--- src/rtl/rv_decode_stage_if.sv ---
`default_nettype none
// ============================================================================
// Module   : rv_decode_stage_if
// Purpose  : Fetch-side and execute-side handshake bundle of the RV32I/RV64I
//            decode stage.
// Ports    : in_valid/in_ready/in_instr/in_pc    fetch -> decode
//            out_valid/out_ready/out_*           decode -> register read
//            modport slave  : the decode stage
//            modport master : the environment (fetch + downstream)
// Revision : 1.0 - initial release
// ============================================================================
interface rv_decode_stage_if #(
  parameter int XLEN = 32
);
  // Fetch side
  logic            in_valid;
  logic            in_ready;
  logic [31:0]     in_instr;
  logic [XLEN-1:0] in_pc;

  // Decoded side
  logic            out_valid;
  logic            out_ready;
  logic [XLEN-1:0] out_pc;
  logic [6:0]      out_opcode;
  logic [4:0]      out_rd;
  logic [4:0]      out_rs1;
  logic [4:0]      out_rs2;
  logic [2:0]      out_funct3;
  logic [6:0]      out_funct7;
  logic [XLEN-1:0] out_imm;
  logic [2:0]      out_fmt;
  logic            out_rd_we;
  logic            out_illegal;

  modport slave (
    input  in_valid, in_instr, in_pc, out_ready,
    output in_ready, out_valid, out_pc, out_opcode, out_rd, out_rs1, out_rs2,
           out_funct3, out_funct7, out_imm, out_fmt, out_rd_we, out_illegal
  );

  modport master (
    output in_valid, in_instr, in_pc, out_ready,
    input  in_ready, out_valid, out_pc, out_opcode, out_rd, out_rs1, out_rs2,
           out_funct3, out_funct7, out_imm, out_fmt, out_rd_we, out_illegal
  );
endinterface
`default_nettype wire

--- src/rtl/rv_decode_stage.sv ---
`default_nettype none
// ============================================================================
// Module   : rv_decode_stage
// Purpose  : Registered, handshaked RV32I/RV64I instruction decode. Splits the
//            instruction into fields, classifies its format, assembles the
//            sign-extended immediate and carries the PC. A two-entry skid
//            (output register + skid register) gives one instruction per
//            cycle with a registered in_ready.
// Ports    : clk    - clock, rising edge
//            rst_n  - asynchronous active-low reset
//            flush  - synchronous discard of all held entries
//            bus    - rv_decode_stage_if.slave (fetch in / decoded out)
// Params   : XLEN         - 32 or 64
//            ILLEGAL_ON_C - 1: instr[1:0]!=2'b11 is illegal; 0: ignored
// Revision : 1.0 - initial release
// ============================================================================
module rv_decode_stage #(
  parameter int XLEN         = 32,
  parameter bit ILLEGAL_ON_C = 1'b1
) (
  input  logic             clk,
  input  logic             rst_n,
  input  logic             flush,
  rv_decode_stage_if.slave bus
);

  // Format codes presented on out_fmt
  localparam logic [2:0] c_fmt_r   = 3'd0;
  localparam logic [2:0] c_fmt_i   = 3'd1;
  localparam logic [2:0] c_fmt_s   = 3'd2;
  localparam logic [2:0] c_fmt_b   = 3'd3;
  localparam logic [2:0] c_fmt_u   = 3'd4;
  localparam logic [2:0] c_fmt_j   = 3'd5;
  localparam logic [2:0] c_fmt_ill = 3'd7;

  // Base opcodes
  localparam logic [6:0] c_op_op      = 7'b0110011;
  localparam logic [6:0] c_op_load    = 7'b0000011;
  localparam logic [6:0] c_op_opimm   = 7'b0010011;
  localparam logic [6:0] c_op_jalr    = 7'b1100111;
  localparam logic [6:0] c_op_miscmem = 7'b0001111;
  localparam logic [6:0] c_op_system  = 7'b1110011;
  localparam logic [6:0] c_op_store   = 7'b0100011;
  localparam logic [6:0] c_op_branch  = 7'b1100011;
  localparam logic [6:0] c_op_lui     = 7'b0110111;
  localparam logic [6:0] c_op_auipc   = 7'b0010111;
  localparam logic [6:0] c_op_jal     = 7'b1101111;

  // One decoded entry; used for both the output and the skid register
  typedef struct packed {
    logic [XLEN-1:0] pc;
    logic [6:0]      opcode;
    logic [4:0]      rd;
    logic [4:0]      rs1;
    logic [4:0]      rs2;
    logic [2:0]      funct3;
    logic [6:0]      funct7;
    logic [XLEN-1:0] imm;
    logic [2:0]      fmt;
    logic            rd_we;
    logic            illegal;
  } dec_t;

  // EMPTY: nothing held. ONE: output register valid. FULL: output + skid.
  typedef enum logic [1:0] {
    ST_EMPTY = 2'd0,
    ST_ONE   = 2'd1,
    ST_FULL  = 2'd2
  } state_t;

  state_t          r_state;
  state_t          w_state_nxt;
  logic            r_in_ready;
  dec_t            r_out;
  dec_t            r_skid;

  dec_t            w_dec;
  logic            w_writes;
  logic [31:0]     w_instr;
  logic [6:0]      w_opkey;
  logic [XLEN-1:0] w_imm_i;
  logic [XLEN-1:0] w_imm_s;
  logic [XLEN-1:0] w_imm_b;
  logic [XLEN-1:0] w_imm_u;
  logic [XLEN-1:0] w_imm_j;
  logic            w_accept;
  logic            w_xfer;
  logic            w_load_out_dec;
  logic            w_load_out_skid;
  logic            w_load_skid;

  // --------------------------------------------------------------------------
  // Combinational decode of the instruction currently offered by fetch
  // --------------------------------------------------------------------------
  assign w_instr = bus.in_instr;

  // With the low-bit check disabled the compressed-quadrant bits are forced
  // to 2'b11 so classification only looks at instr[6:2].
  assign w_opkey = {w_instr[6:2], (ILLEGAL_ON_C ? w_instr[1:0] : 2'b11)};

  // Every immediate's sign bit is instr[31]; the signed size cast extends it.
  assign w_imm_i = XLEN'($signed(w_instr[31:20]));
  assign w_imm_s = XLEN'($signed({w_instr[31:25], w_instr[11:7]}));
  assign w_imm_b = XLEN'($signed({w_instr[31], w_instr[7], w_instr[30:25],
                                  w_instr[11:8], 1'b0}));
  assign w_imm_u = XLEN'($signed({w_instr[31:12], 12'b0}));
  assign w_imm_j = XLEN'($signed({w_instr[31], w_instr[19:12], w_instr[20],
                                  w_instr[30:21], 1'b0}));

  always_comb begin
    w_dec        = '0;
    w_writes     = 1'b0;
    w_dec.pc     = bus.in_pc;
    w_dec.opcode = w_instr[6:0];
    w_dec.funct3 = w_instr[14:12];
    w_dec.fmt    = c_fmt_ill;

    case (w_opkey)
      c_op_op: begin
        w_dec.fmt    = c_fmt_r;
        w_dec.rd     = w_instr[11:7];
        w_dec.rs1    = w_instr[19:15];
        w_dec.rs2    = w_instr[24:20];
        w_dec.funct7 = w_instr[31:25];
        w_writes     = 1'b1;
      end
      c_op_load, c_op_opimm, c_op_jalr, c_op_miscmem, c_op_system: begin
        w_dec.fmt = c_fmt_i;
        w_dec.rd  = w_instr[11:7];
        w_dec.rs1 = w_instr[19:15];
        w_dec.imm = w_imm_i;
        w_writes  = 1'b1;
      end
      c_op_store: begin
        w_dec.fmt = c_fmt_s;
        w_dec.rs1 = w_instr[19:15];
        w_dec.rs2 = w_instr[24:20];
        w_dec.imm = w_imm_s;
      end
      c_op_branch: begin
        w_dec.fmt = c_fmt_b;
        w_dec.rs1 = w_instr[19:15];
        w_dec.rs2 = w_instr[24:20];
        w_dec.imm = w_imm_b;
      end
      c_op_lui, c_op_auipc: begin
        w_dec.fmt    = c_fmt_u;
        w_dec.rd     = w_instr[11:7];
        w_dec.funct3 = 3'd0;
        w_dec.imm    = w_imm_u;
        w_writes     = 1'b1;
      end
      c_op_jal: begin
        w_dec.fmt    = c_fmt_j;
        w_dec.rd     = w_instr[11:7];
        w_dec.funct3 = 3'd0;
        w_dec.imm    = w_imm_j;
        w_writes     = 1'b1;
      end
      default: begin
        w_dec.illegal = 1'b1;
      end
    endcase

    // Writes to x0 are architecturally discarded, so never request them.
    w_dec.rd_we = w_writes & (w_dec.rd != 5'd0);
  end

  // --------------------------------------------------------------------------
  // Skid control: next state and register load enables
  // --------------------------------------------------------------------------
  assign w_accept = bus.in_valid & r_in_ready;
  assign w_xfer   = (r_state != ST_EMPTY) & bus.out_ready;

  always_comb begin
    w_state_nxt     = r_state;
    w_load_out_dec  = 1'b0;
    w_load_out_skid = 1'b0;
    w_load_skid     = 1'b0;

    if (flush) begin
      // Flush overrides both a concurrent accept and a concurrent transfer.
      w_state_nxt = ST_EMPTY;
    end else begin
      case (r_state)
        ST_EMPTY: begin
          if (w_accept) begin
            w_state_nxt    = ST_ONE;
            w_load_out_dec = 1'b1;
          end
        end
        ST_ONE: begin
          if (w_accept && w_xfer) begin
            w_load_out_dec = 1'b1;
          end else if (w_accept) begin
            // Output is stalled; park the new decode behind it.
            w_state_nxt = ST_FULL;
            w_load_skid = 1'b1;
          end else if (w_xfer) begin
            w_state_nxt = ST_EMPTY;
          end
        end
        ST_FULL: begin
          // in_ready is low here, so no accept can coincide.
          if (w_xfer) begin
            w_state_nxt     = ST_ONE;
            w_load_out_skid = 1'b1;
          end
        end
        default: begin
          w_state_nxt = ST_EMPTY;
        end
      endcase
    end
  end

  // --------------------------------------------------------------------------
  // State, ready and data registers
  // --------------------------------------------------------------------------
  always_ff @(posedge clk or negedge rst_n) begin
    if (!rst_n) begin
      r_state <= ST_EMPTY;
    end else begin
      r_state <= w_state_nxt;
    end
  end

  // in_ready is its own flop (low only while the skid is occupied) so it
  // never has a combinational path from out_ready.
  always_ff @(posedge clk or negedge rst_n) begin
    if (!rst_n) begin
      r_in_ready <= 1'b1;
    end else begin
      r_in_ready <= (w_state_nxt != ST_FULL);
    end
  end

  always_ff @(posedge clk or negedge rst_n) begin
    if (!rst_n) begin
      r_out  <= '0;
      r_skid <= '0;
    end else begin
      if (w_load_out_dec) begin
        r_out <= w_dec;
      end else if (w_load_out_skid) begin
        r_out <= r_skid;
      end
      if (w_load_skid) begin
        r_skid <= w_dec;
      end
    end
  end

  // --------------------------------------------------------------------------
  // Outputs
  // --------------------------------------------------------------------------
  assign bus.in_ready    = r_in_ready;
  assign bus.out_valid   = (r_state != ST_EMPTY);
  assign bus.out_pc      = r_out.pc;
  assign bus.out_opcode  = r_out.opcode;
  assign bus.out_rd      = r_out.rd;
  assign bus.out_rs1     = r_out.rs1;
  assign bus.out_rs2     = r_out.rs2;
  assign bus.out_funct3  = r_out.funct3;
  assign bus.out_funct7  = r_out.funct7;
  assign bus.out_imm     = r_out.imm;
  assign bus.out_fmt     = r_out.fmt;
  assign bus.out_rd_we   = r_out.rd_we;
  assign bus.out_illegal = r_out.illegal;

endmodule
`default_nettype wire

--- src/flat_wrapper.sv ---
// flat-port wrapper written by rule: the top's interface ports become plain ports
module rv_decode_stage_flat 
#(
  parameter int XLEN         = 32,
  parameter bit ILLEGAL_ON_C = 1'b1
)
  (clk, rst_n, flush, bus_in_valid, bus_in_instr, bus_in_pc, bus_out_ready, bus_in_ready, bus_out_valid, bus_out_pc, bus_out_opcode, bus_out_rd, bus_out_rs1, bus_out_rs2, bus_out_funct3, bus_out_funct7, bus_out_imm, bus_out_fmt, bus_out_rd_we, bus_out_illegal);
  rv_decode_stage_if #(.XLEN(XLEN)) bus_i ();
  input  logic clk;
  input  logic rst_n;
  input  logic flush;
  input wire logic [$bits(bus_i.in_valid)-1:0] bus_in_valid;
  input wire logic [$bits(bus_i.in_instr)-1:0] bus_in_instr;
  input wire logic [$bits(bus_i.in_pc)-1:0] bus_in_pc;
  input wire logic [$bits(bus_i.out_ready)-1:0] bus_out_ready;
  output wire logic [$bits(bus_i.in_ready)-1:0] bus_in_ready;
  output wire logic [$bits(bus_i.out_valid)-1:0] bus_out_valid;
  output wire logic [$bits(bus_i.out_pc)-1:0] bus_out_pc;
  output wire logic [$bits(bus_i.out_opcode)-1:0] bus_out_opcode;
  output wire logic [$bits(bus_i.out_rd)-1:0] bus_out_rd;
  output wire logic [$bits(bus_i.out_rs1)-1:0] bus_out_rs1;
  output wire logic [$bits(bus_i.out_rs2)-1:0] bus_out_rs2;
  output wire logic [$bits(bus_i.out_funct3)-1:0] bus_out_funct3;
  output wire logic [$bits(bus_i.out_funct7)-1:0] bus_out_funct7;
  output wire logic [$bits(bus_i.out_imm)-1:0] bus_out_imm;
  output wire logic [$bits(bus_i.out_fmt)-1:0] bus_out_fmt;
  output wire logic [$bits(bus_i.out_rd_we)-1:0] bus_out_rd_we;
  output wire logic [$bits(bus_i.out_illegal)-1:0] bus_out_illegal;
  assign bus_i.in_valid = bus_in_valid;
  assign bus_i.in_instr = bus_in_instr;
  assign bus_i.in_pc = bus_in_pc;
  assign bus_i.out_ready = bus_out_ready;
  assign bus_in_ready = bus_i.in_ready;
  assign bus_out_valid = bus_i.out_valid;
  assign bus_out_pc = bus_i.out_pc;
  assign bus_out_opcode = bus_i.out_opcode;
  assign bus_out_rd = bus_i.out_rd;
  assign bus_out_rs1 = bus_i.out_rs1;
  assign bus_out_rs2 = bus_i.out_rs2;
  assign bus_out_funct3 = bus_i.out_funct3;
  assign bus_out_funct7 = bus_i.out_funct7;
  assign bus_out_imm = bus_i.out_imm;
  assign bus_out_fmt = bus_i.out_fmt;
  assign bus_out_rd_we = bus_i.out_rd_we;
  assign bus_out_illegal = bus_i.out_illegal;
  rv_decode_stage #(.XLEN(XLEN), .ILLEGAL_ON_C(ILLEGAL_ON_C)) u_core (.clk(clk), .rst_n(rst_n), .flush(flush), .bus(bus_i));
endmodule
--- config.mk ---
export PLATFORM = sky130hd
export DESIGN_NAME = rv_decode_stage_flat
export DESIGN_NICKNAME = d
export VERILOG_FILES = /design/src/rtl/rv_decode_stage_if.sv /design/src/rtl/rv_decode_stage.sv /design/src/flat_wrapper.sv
export SDC_FILE = /design/constraint.sdc
export NUM_CORES = 1
export LEC_CHECK = 0
export CAP_MARGIN = 5
export CORE_MARGIN = 2
export CORE_UTILIZATION = 49
export CTS_BUF_LIST = sky130_fd_sc_hd__clkbuf_4 sky130_fd_sc_hd__clkbuf_8
export CTS_CLUSTER_SIZE = 28
export DETAILED_ROUTE_END_ITERATION = 10
export MAX_ROUTING_LAYER = met4
export PLACE_DENSITY_LB_ADDON = 0.05
export SYNTH_ARGS = -nofsm -noshare
export SYNTH_HDL_FRONTEND = slang
export SYNTH_SLANG_ARGS = --single-unit
--- constraint.sdc ---
create_clock -name clk -period 1.8 [get_ports clk]
set_input_delay 0.18 -clock clk [delete_from_list [all_inputs] [get_ports clk]]
set_output_delay 0.18 -clock clk [all_outputs]
set_load 0.005 [all_outputs]
==> results of run 1 <==
-- flip-flops by register name (all words and copies together), names as in the netlist --
register / count
u_core.bus.out_rd_we: 1
u_core.bus.out_rs1: 5
u_core.bus.in_ready: 1
u_core.bus.out_opcode: 7
u_core.r_skid: 101
u_core.bus.out_illegal: 1
u_core.r_state: 2
u_core.bus.out_funct3: 3
u_core.bus.out_funct7: 7
u_core.bus.out_rs2: 5
u_core.bus.out_rd: 5
u_core.bus.out_fmt: 3
u_core.bus.out_imm: 32
u_core.bus.out_pc: 32
-- cell usage in the layout, fill, tap and decap left out, types with 3 or more instances in the layout --
master | synthesis | layout
and3_1 | 8 | 8
o22ai_1 | 5 | 5
o21ai_1 | 1 | 8
nor3b_1 | 5 | 5
inv_1 | 14 | 14
clkinv_2 | 0 | 3
a221oi_1 | 6 | 6
o211ai_1 | 9 | 9
nand2_1 | 259 | 258
clkbuf_8 | 0 | 47
nand4b_1 | 3 | 3
nor2_1 | 29 | 27
nand3_1 | 14 | 13
nand3b_1 | 3 | 3
a22o_1 | 25 | 25
a22oi_1 | 75 | 74
dfrtp_1 | 204 | 203
o21ai_0 | 58 | 51
and2_1 | 5 | 5
nand2b_1 | 5 | 5
a221o_1 | 13 | 13
a2bb2oi_1 | 8 | 8
mux2i_1 | 5 | 5
buf_12 | 0 | 25
clkbuf_4 | 0 | 8
o2bb2ai_1 | 7 | 7
buf_4 | 0 | 107
nand4bb_1 | 3 | 3
nor3_1 | 24 | 24
clkdlybuf4s50_1 | 0 | 168
nor2b_1 | 3 | 3
o31ai_1 | 14 | 14
a21oi_1 | 23 | 22
-- area by class of cell --
type,count,area (um^2),share of cell area
inverter,14,52.6,0.00403
clock buffer,54,693,0.0532
tap,229,287,0.0220
timing repair buffer,307,3060,0.235
multi-input combinational,649,3760,0.289
clock inverter,6,38.8,0.00298
sequential,205,5130,0.394
-- how the worst max path moves through the flow --
stage,startpoint,to
after floorplan,u_core.bus.in_ready$_DFF_PN1_,u_core.bus.out_imm[11]$_DFFE_PN0P_
after global routing,u_core.bus.in_ready$_DFF_PN1_,u_core.bus.out_imm[31]$_DFFE_PN0P_
after global placement,bus_in_instr[3],u_core.bus.out_imm[3]$_DFFE_PN0P_
after CTS,u_core.bus.in_ready$_DFF_PN1_,bus_in_ready
final,u_core.bus.in_ready$_DFF_PN1_,u_core.bus.out_funct7[3]$_DFFE_PN0P_
after detailed placement,flush,u_core.bus.out_funct7[3]$_DFFE_PN0P_
-- where the power goes --
group / internal (mW) / switching, mW
sequential: 5.20 / 0.341
combinational: 1.11 / 0.923
clock: 2.46 / 1.90
-- worst max-delay path, delay by kind of cell (launching register included) --
family | cells | cell delay [ps]
simple gates | 3 | 640
buf+inv | 2 | 340
flops | 1 | 560
compound gates | 1 | 120
-- through the flow --
stage / setup slack (ps) / hold slack (ps)
global route: -6.62 / 81.1
detailed placement: -328 / 65.8
floorplan: 80.5 / -116
finish: 63.4 / 85.9
global placement: -228 / 68.8
CTS: 17.8 / 72.1
-- metal layers --
metal / part of all wire / GRT usage / vias to the layer above
li1: - / - / 3894
met2: 0.47 / 0.422 / 268
met3: 0.063 / 0.0574 / 44
met5: 0 / - / -
met1: 0.45 / 0.379 / 4026
met4: 0.021 / 0.0753 / 0
-- cell families after synthesis --
group	Yosys count	synth area share
and+or+nand+nor	379	0.183
DFF	205	0.560
xor gates and xnor gates	2	0.00191
muxes	6	0.00670
AOI/OAI and AO/OA	262	0.209
buffers and inverters	88	0.0396
-- what timing repair did --
item                                    CTS  global route
endpoints found under the setup margin   13            48
resized for setup                         4            19
buffers inserted                          1             0
hold buffers                              1             0
endpoints found under the hold margin   204             0
==> flow_metrics.py, run 1 <==
metrics = {
    "status": {
        "status": "finished clean",
    },
    "synthesis": {
        "syn_area_mm2": 0.00916,
        "synth_nets": 1011,
        "synth_warnings": 0,
        "synth_top_area_share": 0.558,
        "ys_async_sr_fraction": 1.00,
        "synth_seq_cells": 205,
        "synthesis.instances": 942,
        "synth.yosys.seq_area_share": 0.560,
        "yosys-top-cells-area": "dfrtp_1 (56%), nand2_1 (11%), a22oi_1 (6.2%)",
        "synth_top_cells_by_count": "nand2_1 (259), dfrtp_1 (204), a22oi_1 (75), o21ai_0 (58), clkbuf_1 (50)",
        "synth.distinct_cells": 60,
        "synthFlopType": "dfrtp_1",
        "synth_edf_count": 0,
        "yosys.area.top_type": "dfrtp_1",
        "avgSynthCellArea_um2": 9.72,
        "synth.most_common_cell": "nand2_1",
    },
    "layout": {
        "fin_util": 0.718,
        "final_cell_area_mm2": 0.0130,
        "drive_above_1_share": 0.177,
        "antenna_cells": 0,
        "synthToLayoutAreaGrowth_pct": 42.3,
        "final.fill_count": 1424,
        "fin_nets": 1281,
        "final_cells": 1464,
    },
    "place": {
        "port_buffers": 171,
        "gp_congestion": 0.864,
        "dp_hpwl_um": 18600,
        "post_dp_cell_area_mm2": 0.0122,
        "post-place-cells": 1402,
    },
    "cts": {
        "cts_tree": "yes",
        "clockBufferDepth": 3,
        "clk_pin_slew_ps": 60,
        "htree_levels": 2,
        "cts_root_buf": "clkbuf_8",
        "clk_latency_ps": 530,
        "numCtsBuffers": 35,
        "cts.sinks": 205,
    },
    "drt": {
        "drt-total-wl_um": 26700,
        "ant_nets": 0,
        "drc": 0,
        "firstDrtPassIters": 4,
        "first_iter_violations": 583,
        "dr_total_vias": 8232,
        "wl_per_cell_um": 18.2,
        "via_per_inst": 5.62,
    },
    "timing": {
        "slew_viol_final": 0,
        "fin_crit_sh": 0.965,
        "skew_ps": 15.8,
        "hold_viol_final": 0,
        "slew_headroom": 0.673,
        "fin_tns_setup_ps": 0,
        "tightest_slew_ps": 489,
        "period_minus_slack_ps": 1740,
        "setup_viol": 0,
        "fmax_ghz": 0.576,
        "grt_setup_unrepaired": "yes",
    },
    "power": {
        "power_density_mw_per_mm2": 915,
        "peakVddDrop_uv": 665,
        "p_leak_nw": 6.04,
        "finalPower_mw": 11.9,
    },
    "setup_path": {
        "r2r_slack_ps": 60,
        "cp_data_required_time_ps": 2250,
        "startpoint_type": "flip-flop",
        "critical_path_class": "flip-flop to flip-flop",
        "reg2reg_from": "u_core.bus.in_ready$_DFF_PN1_",
        "r2r-end": "u_core.bus.out_funct7[3]$_DFFE_PN0P_",
        "rr_worst_depth": 6,
        "max_stage_delay_ps": 560,
        "worst_ep_arrival_time_ps": 2180,
        "critPathSlowestCell": "dfstp_2",
        "cp_cell_sequence": "and4bb_2 > nand2_1 > buf_12 > nor4_4 > buf_6 > o2bb2ai_1",
        "worst_setup_path_end_kind": "flip-flop",
        "cp_max_fo": 10,
    },
    "floorplan": {
        "fp.dieW_um": 141,
        "rows": 49,
        "die_h_um": 141,
        "die_area_mm2": 0.0198,
        "fp.coreArea_mm2": 0.0181,
        "io_pins": 172,
        "initial_utilization": 0.504,
    },
    "grt": {
        "antenna_found_initial": 0,
        "grt_max_degree": 70,
        "overflow": 0,
        "grt_pass1_wl_um": 42800,
        "grt_usage": 0.276,
        "grt_pass1_vias": 8217,
    },
    "run": {
        "cap_violations": 0,
    },
    "worst_hold_path": {
        "min_path_type": "primary input to async pin",
    },
}
Power figures use the tool's default switching activity.
==> run 2: changes to the inputs <==
CORE_UTILIZATION = 54   (was 49)
clock period = 1.9 ns   (was 1.8 ns; I/O delays follow)
==> flow_metrics.py, run 2 (synthesis results as in run 1) <==
metrics = {
    "place": {
        "post_dp_cell_area_mm2": 0.0121,
        "dpl_worst_slack_ps": -234,
        "dp_hpwl_um": 18100,
        "gp_congestion": 0.967,
        "port_buffers": 171,
    },
    "setup_path": {
        "worst_ep_arrival_time_ps": 2290,
        "rr_worst_depth": 6,
        "startpoint_type": "flip-flop",
        "cp_data_required_time_ps": 2340,
        "worst_setup_path_end_kind": "flip-flop",
        "cp_max_fo": 8,
        "critical_path_class": "flip-flop to flip-flop",
    },
    "layout": {
        "fin_nets": 1276,
        "regArea_mm2": 0.00513,
        "final_cell_area_mm2": 0.0129,
        "fin_util": 0.780,
        "synthToLayoutAreaGrowth_pct": 41.3,
        "antenna_cells": 0,
        "drive_above_1_share": 0.175,
        "final.fill_count": 1155,
        "largest_reg_flops": 101,
        "top_register": "u_core.r_skid",
        "layout_common_cells": "nand2_1 (258), dfrtp_1 (203), clkdlybuf4s50_1 (169), buf_4 (109), a22oi_1 (75)",
        "multiInputGateArea_mm2": 0.00376,
        "layout_commonest_cell": "nand2_1",
    },
    "floorplan": {
        "fp.dieW_um": 134,
        "rows": 47,
        "die_h_um": 134,
        "fp.coreArea_mm2": 0.0166,
        "initial_utilization": 0.552,
        "io_pins": 172,
        "die_area_mm2": 0.0180,
    },
    "timing": {
        "hold_viol_final": 0,
        "postLayoutSetupSlackWorst_ps": 58.2,
        "tightest_slew_ps": 571,
        "period_minus_slack_ps": 1840,
        "slew_viol_final": 0,
        "fin_tns_setup_ps": 0,
        "fmax_ghz": 0.543,
        "setup_viol": 0,
        "skew_ps": 8.56,
        "fin_crit_sh": 0.969,
        "slew_headroom": 0.616,
    },
    "grt": {
        "grt_usage": 0.306,
        "antenna_found_initial": 0,
        "overflow": 0,
        "grt_pass1_vias": 8324,
        "grt_pass1_wl_um": 42700,
        "grt_max_degree": 46,
    },
    "cts": {
        "cts_root_buf": "clkbuf_8",
        "clk_pin_slew_ps": 60,
        "clockBufferDepth": 3,
        "cts_tree": "yes",
        "numCtsBuffers": 35,
        "htree_levels": 2,
        "cts.sinks": 205,
        "clk_latency_ps": 520,
    },
    "drt": {
        "drt-total-wl_um": 26700,
        "firstDrtPassIters": 5,
        "first_iter_violations": 669,
        "via_per_inst": 5.88,
        "wl_per_cell_um": 18.4,
        "drc": 0,
        "dr_total_vias": 8537,
        "ant_nets": 0,
    },
    "status": {
        "status": "finished clean",
    },
    "power": {
        "p_leak_nw": 6.03,
        "finalPower_mw": 11.4,
        "peakVddDrop_uv": 755,
        "power_density_mw_per_mm2": 885,
    },
    "run": {
        "cap_violations": 0,
    },
    "worst_hold_path": {
        "min_path_type": "primary input to async pin",
    },
}
[run 2: changes by cell type in the layout (fill, tap and decap cells not counted), sizes merged]
| cell | before | now |
|---|---|---|
| buf | 135 | 130 |
| bufinv | 0 | 1 |
| clkbuf | 56 | 61 |
| clkdlybuf4s50 | 168 | 169 |
| clkinv | 3 | 0 |
| clkinvlp | 2 | 1 |
| dlygate4sd2 | 0 | 1 |
| dlymetal6s2s | 1 | 0 |
[run 2: area by class of cell]
type                       instances  area share
clock buffer                      60      0.0556
tap                              220      0.0213
timing repair buffer             302       0.228
multi-input combinational        649       0.291
inverter                          14     0.00406
clock inverter                     3     0.00358
sequential                       205       0.397
[run 2: report_power, final]
part	switching (mW)	total [mW]	internal [mW]
combinational	0.875	1.91	1.04
sequential	0.322	5.25	4.93
clock	1.77	4.28	2.52
total	2.96	11.4	8.48
[run 2: worst paths after layout]
check	slack (ps)	end	start
setup / recovery	60	u_core.r_skid[43]$_DFFE_PN0P_	u_core.bus.in_ready$_DFF_PN1_
hold reg to reg	470	u_core.bus.out_pc[31]$_DFFE_PN0P_	u_core.bus.out_pc[31]$_DFFE_PN0P_
setup reg to reg	60	u_core.r_skid[43]$_DFFE_PN0P_	u_core.bus.in_ready$_DFF_PN1_
max in group asynchronous	1050	u_core.bus.in_ready$_DFF_PN1_	rst_n
min in group clk	240	u_core.r_skid[98]$_DFFE_PN0P_	bus_in_pc[29]
hold / removal	170	u_core.bus.out_funct7[1]$_DFFE_PN0P_	rst_n
[run 2: through the flow]
stage	hold WS, ps	std cells
5_1_grt	182	1453
3_5_place_dp	141	1384
6_report	166	1453
3_3_place_gp	140	1384
2_1_floorplan	-106	942
4_1_cts	154	1451
[run 2: what timing repair did]
item / CTS / global route
resized for setup: 2 / 8
buffers inserted: 3 / 2
hold endpoints to repair: 192 / 0
gates cloned: 0 / 0
pin swaps: 1 / 2
setup endpoints to repair: 3 / 29
hold buffers: 1 / 0
[run 2: critical path, cell delays in order, from the launching register on]
cell	delay [ps]
dfstp_2	590
and4bb_2	320
buf_4	140
nand2_4	100
nor4_4	290
buf_4	200
a22o_1	130
[run 2: per-layer routing]
| layer | vias up | track usage | wire [um] |
|---|---|---|---|
| met1 | 4212 | 0.413 | 11300 |
| met5 | - | - | 0 |
| met2 | 381 | 0.480 | 13100 |
| met4 | 0 | 0.0883 | 428 |
| met3 | 46 | 0.0537 | 1840 |
| li1 | 3898 | - | - |
==> run 3: changes to the inputs <==
CORE_UTILIZATION = 50   (was 54)
clock period = 2 ns   (was 1.9 ns; I/O delays follow)
==> flow_metrics.py, run 3 (synthesis results as in run 1) <==
metrics = {
    "status": {
        "status": "finished clean",
    },
    "setup_path": {
        "cp_max_fo": 8,
        "critical_path_class": "flip-flop to output pin",
        "r2r-end": "u_core.r_skid[46]$_DFFE_PN0P_",
        "worst_setup_path_end_kind": "output pin",
        "rr_worst_depth": 6,
        "reg2reg_from": "u_core.r_state[1]$_DFF_PN0_",
        "cp_data_required_time_ps": 1800,
        "cp_cell_sequence": "or2_2 > clkdlybuf4s50_1",
        "critPathSlowestCell": "dfrtp_1",
        "r2r_slack_ps": 160,
        "startpoint_type": "flip-flop",
        "max_stage_delay_ps": 450,
        "worst_ep_arrival_time_ps": 1730,
    },
    "grt": {
        "grt_max_degree": 59,
        "overflow": 0,
        "antenna_found_initial": 0,
        "grt_pass1_wl_um": 43000,
        "grt_usage": 0.279,
        "grt_pass1_vias": 8163,
    },
    "drt": {
        "firstDrtPassIters": 5,
        "via_per_inst": 5.72,
        "wl_per_cell_um": 18.4,
        "dr_total_vias": 8198,
        "drt-total-wl_um": 26400,
        "first_iter_violations": 682,
        "ant_nets": 0,
        "drc": 0,
    },
    "cts": {
        "numCtsBuffers": 36,
        "htree_levels": 2,
        "cts_root_buf": "clkbuf_8",
        "cts_tree": "yes",
        "clk_latency_ps": 530,
        "clockBufferDepth": 3,
        "clk_pin_slew_ps": 60,
        "cts.sinks": 205,
    },
    "timing": {
        "fin_tns_setup_ps": 0,
        "fin_crit_sh": 0.964,
        "slew_viol_final": 0,
        "period_minus_slack_ps": 1930,
        "setup_viol": 0,
        "hold_viol_final": 0,
        "fmax_ghz": 0.519,
        "grt_setup_unrepaired": "no",
        "slew_headroom": 0.706,
        "skew_ps": 28.0,
        "tightest_slew_ps": 437,
    },
    "layout": {
        "drive_above_1_share": 0.154,
        "antenna_cells": 0,
        "top_register": "u_core.r_skid",
        "final_cells": 1434,
        "layout_commonest_cell": "nand2_1",
        "fin_nets": 1252,
        "largest_reg_flops": 101,
        "synthToLayoutAreaGrowth_pct": 38.5,
        "layout_common_cells": "nand2_1 (257), dfrtp_1 (204), clkdlybuf4s50_1 (170), buf_4 (85), a22oi_1 (75)",
    },
    "worst_hold_path": {
        "min_path_type": "primary input to async pin",
    },
    "floorplan": {
        "io_pins": 172,
        "fp.dieW_um": 139,
        "initial_utilization": 0.510,
        "die_area_mm2": 0.0194,
        "rows": 49,
        "fp.coreArea_mm2": 0.0180,
        "die_h_um": 139,
    },
    "power": {
        "peakVddDrop_uv": 650,
        "power_density_mw_per_mm2": 843,
        "p_leak_nw": 5.87,
        "finalPower_mw": 10.7,
    },
    "place": {
        "post-place-cells": 1373,
        "dp_hpwl_um": 18000,
        "gp_congestion": 0.880,
        "port_buffers": 171,
    },
    "run": {
        "cap_violations": 0,
    },
}
==> run 3: cell type report <==
class,instances,area [um^2]
multi-input cells,649,3710
clock inverters,2,12.5
inverters,14,52.6
flip-flops and latches,205,5130
fillers,1376,5280
well taps,229,287
repair buffers,277,2760
clock buffers,58,723
==> run 3: how the worst max path moves through the flow <==
stage / start / endpoint / slack, ps / cells after the start
2_1_floorplan: u_core.bus.in_ready$_DFF_PN1_ / u_core.r_skid[5]$_DFFE_PN0P_ / 190 / 6
3_3_place_gp: bus_in_instr[6] / u_core.bus.out_imm[5]$_DFFE_PN0P_ / -90 / 6
3_5_place_dp: bus_in_instr[4] / u_core.bus.out_imm[30]$_DFFE_PN0P_ / -130 / 6
4_1_cts: u_core.r_state[1]$_DFF_PN0_ / bus_out_valid / 50 / 2
5_1_grt: u_core.r_state[1]$_DFF_PN0_ / u_core.r_skid[46]$_DFFE_PN0P_ / 1 / 6
6_report: u_core.r_state[1]$_DFF_PN0_ / bus_out_valid / 70 / 2
==> run 3: worst max-delay path: cells and delay by family, from the launching register on <==
kind | cells | cell delay [ps]
flops | 1 | 450
buf+inv | 1 | 450
simple gates | 1 | 320
==> run 3: through the flow <==
step,hold slack (ps),util,area [um^2],setup slack (ps)
detailed placement,160,0.664,11900,-127
floorplan,-95.6,-,9160,189
global placement,162,0.664,11900,-90.7
CTS,166,0.706,12700,52.8
global route,208,0.706,12700,0.986
finish,167,0.706,12700,72.7
==> run 3: timing repair <==
item | CTS | global route
hold buffers | 1 | 0
buffers inserted | 0 | 0
endpoints found under the hold margin | 80 | 0
resized for setup | 0 | 1
endpoints found under the setup margin | 0 | 4
==> run 3: power by group <==
part | internal [mW] | total [mW] | switching, mW | leakage [nW]
logic | 0.953 | 1.76 | 0.808 | 2.77
registers | 4.68 | 4.98 | 0.303 | 2.71
clock network | 2.27 | 3.95 | 1.68 | 0.390
==> run 3: per-layer routing <==
metal	up-vias	track usage	part of all wire	routed length (um)
met3	41	0.0513	0.066	1750
met4	0	0.0861	0.021	550
met1	4020	0.389	0.44	11700
met5	-	-	0	0
li1	3833	-	-	-
met2	304	0.420	0.47	12400
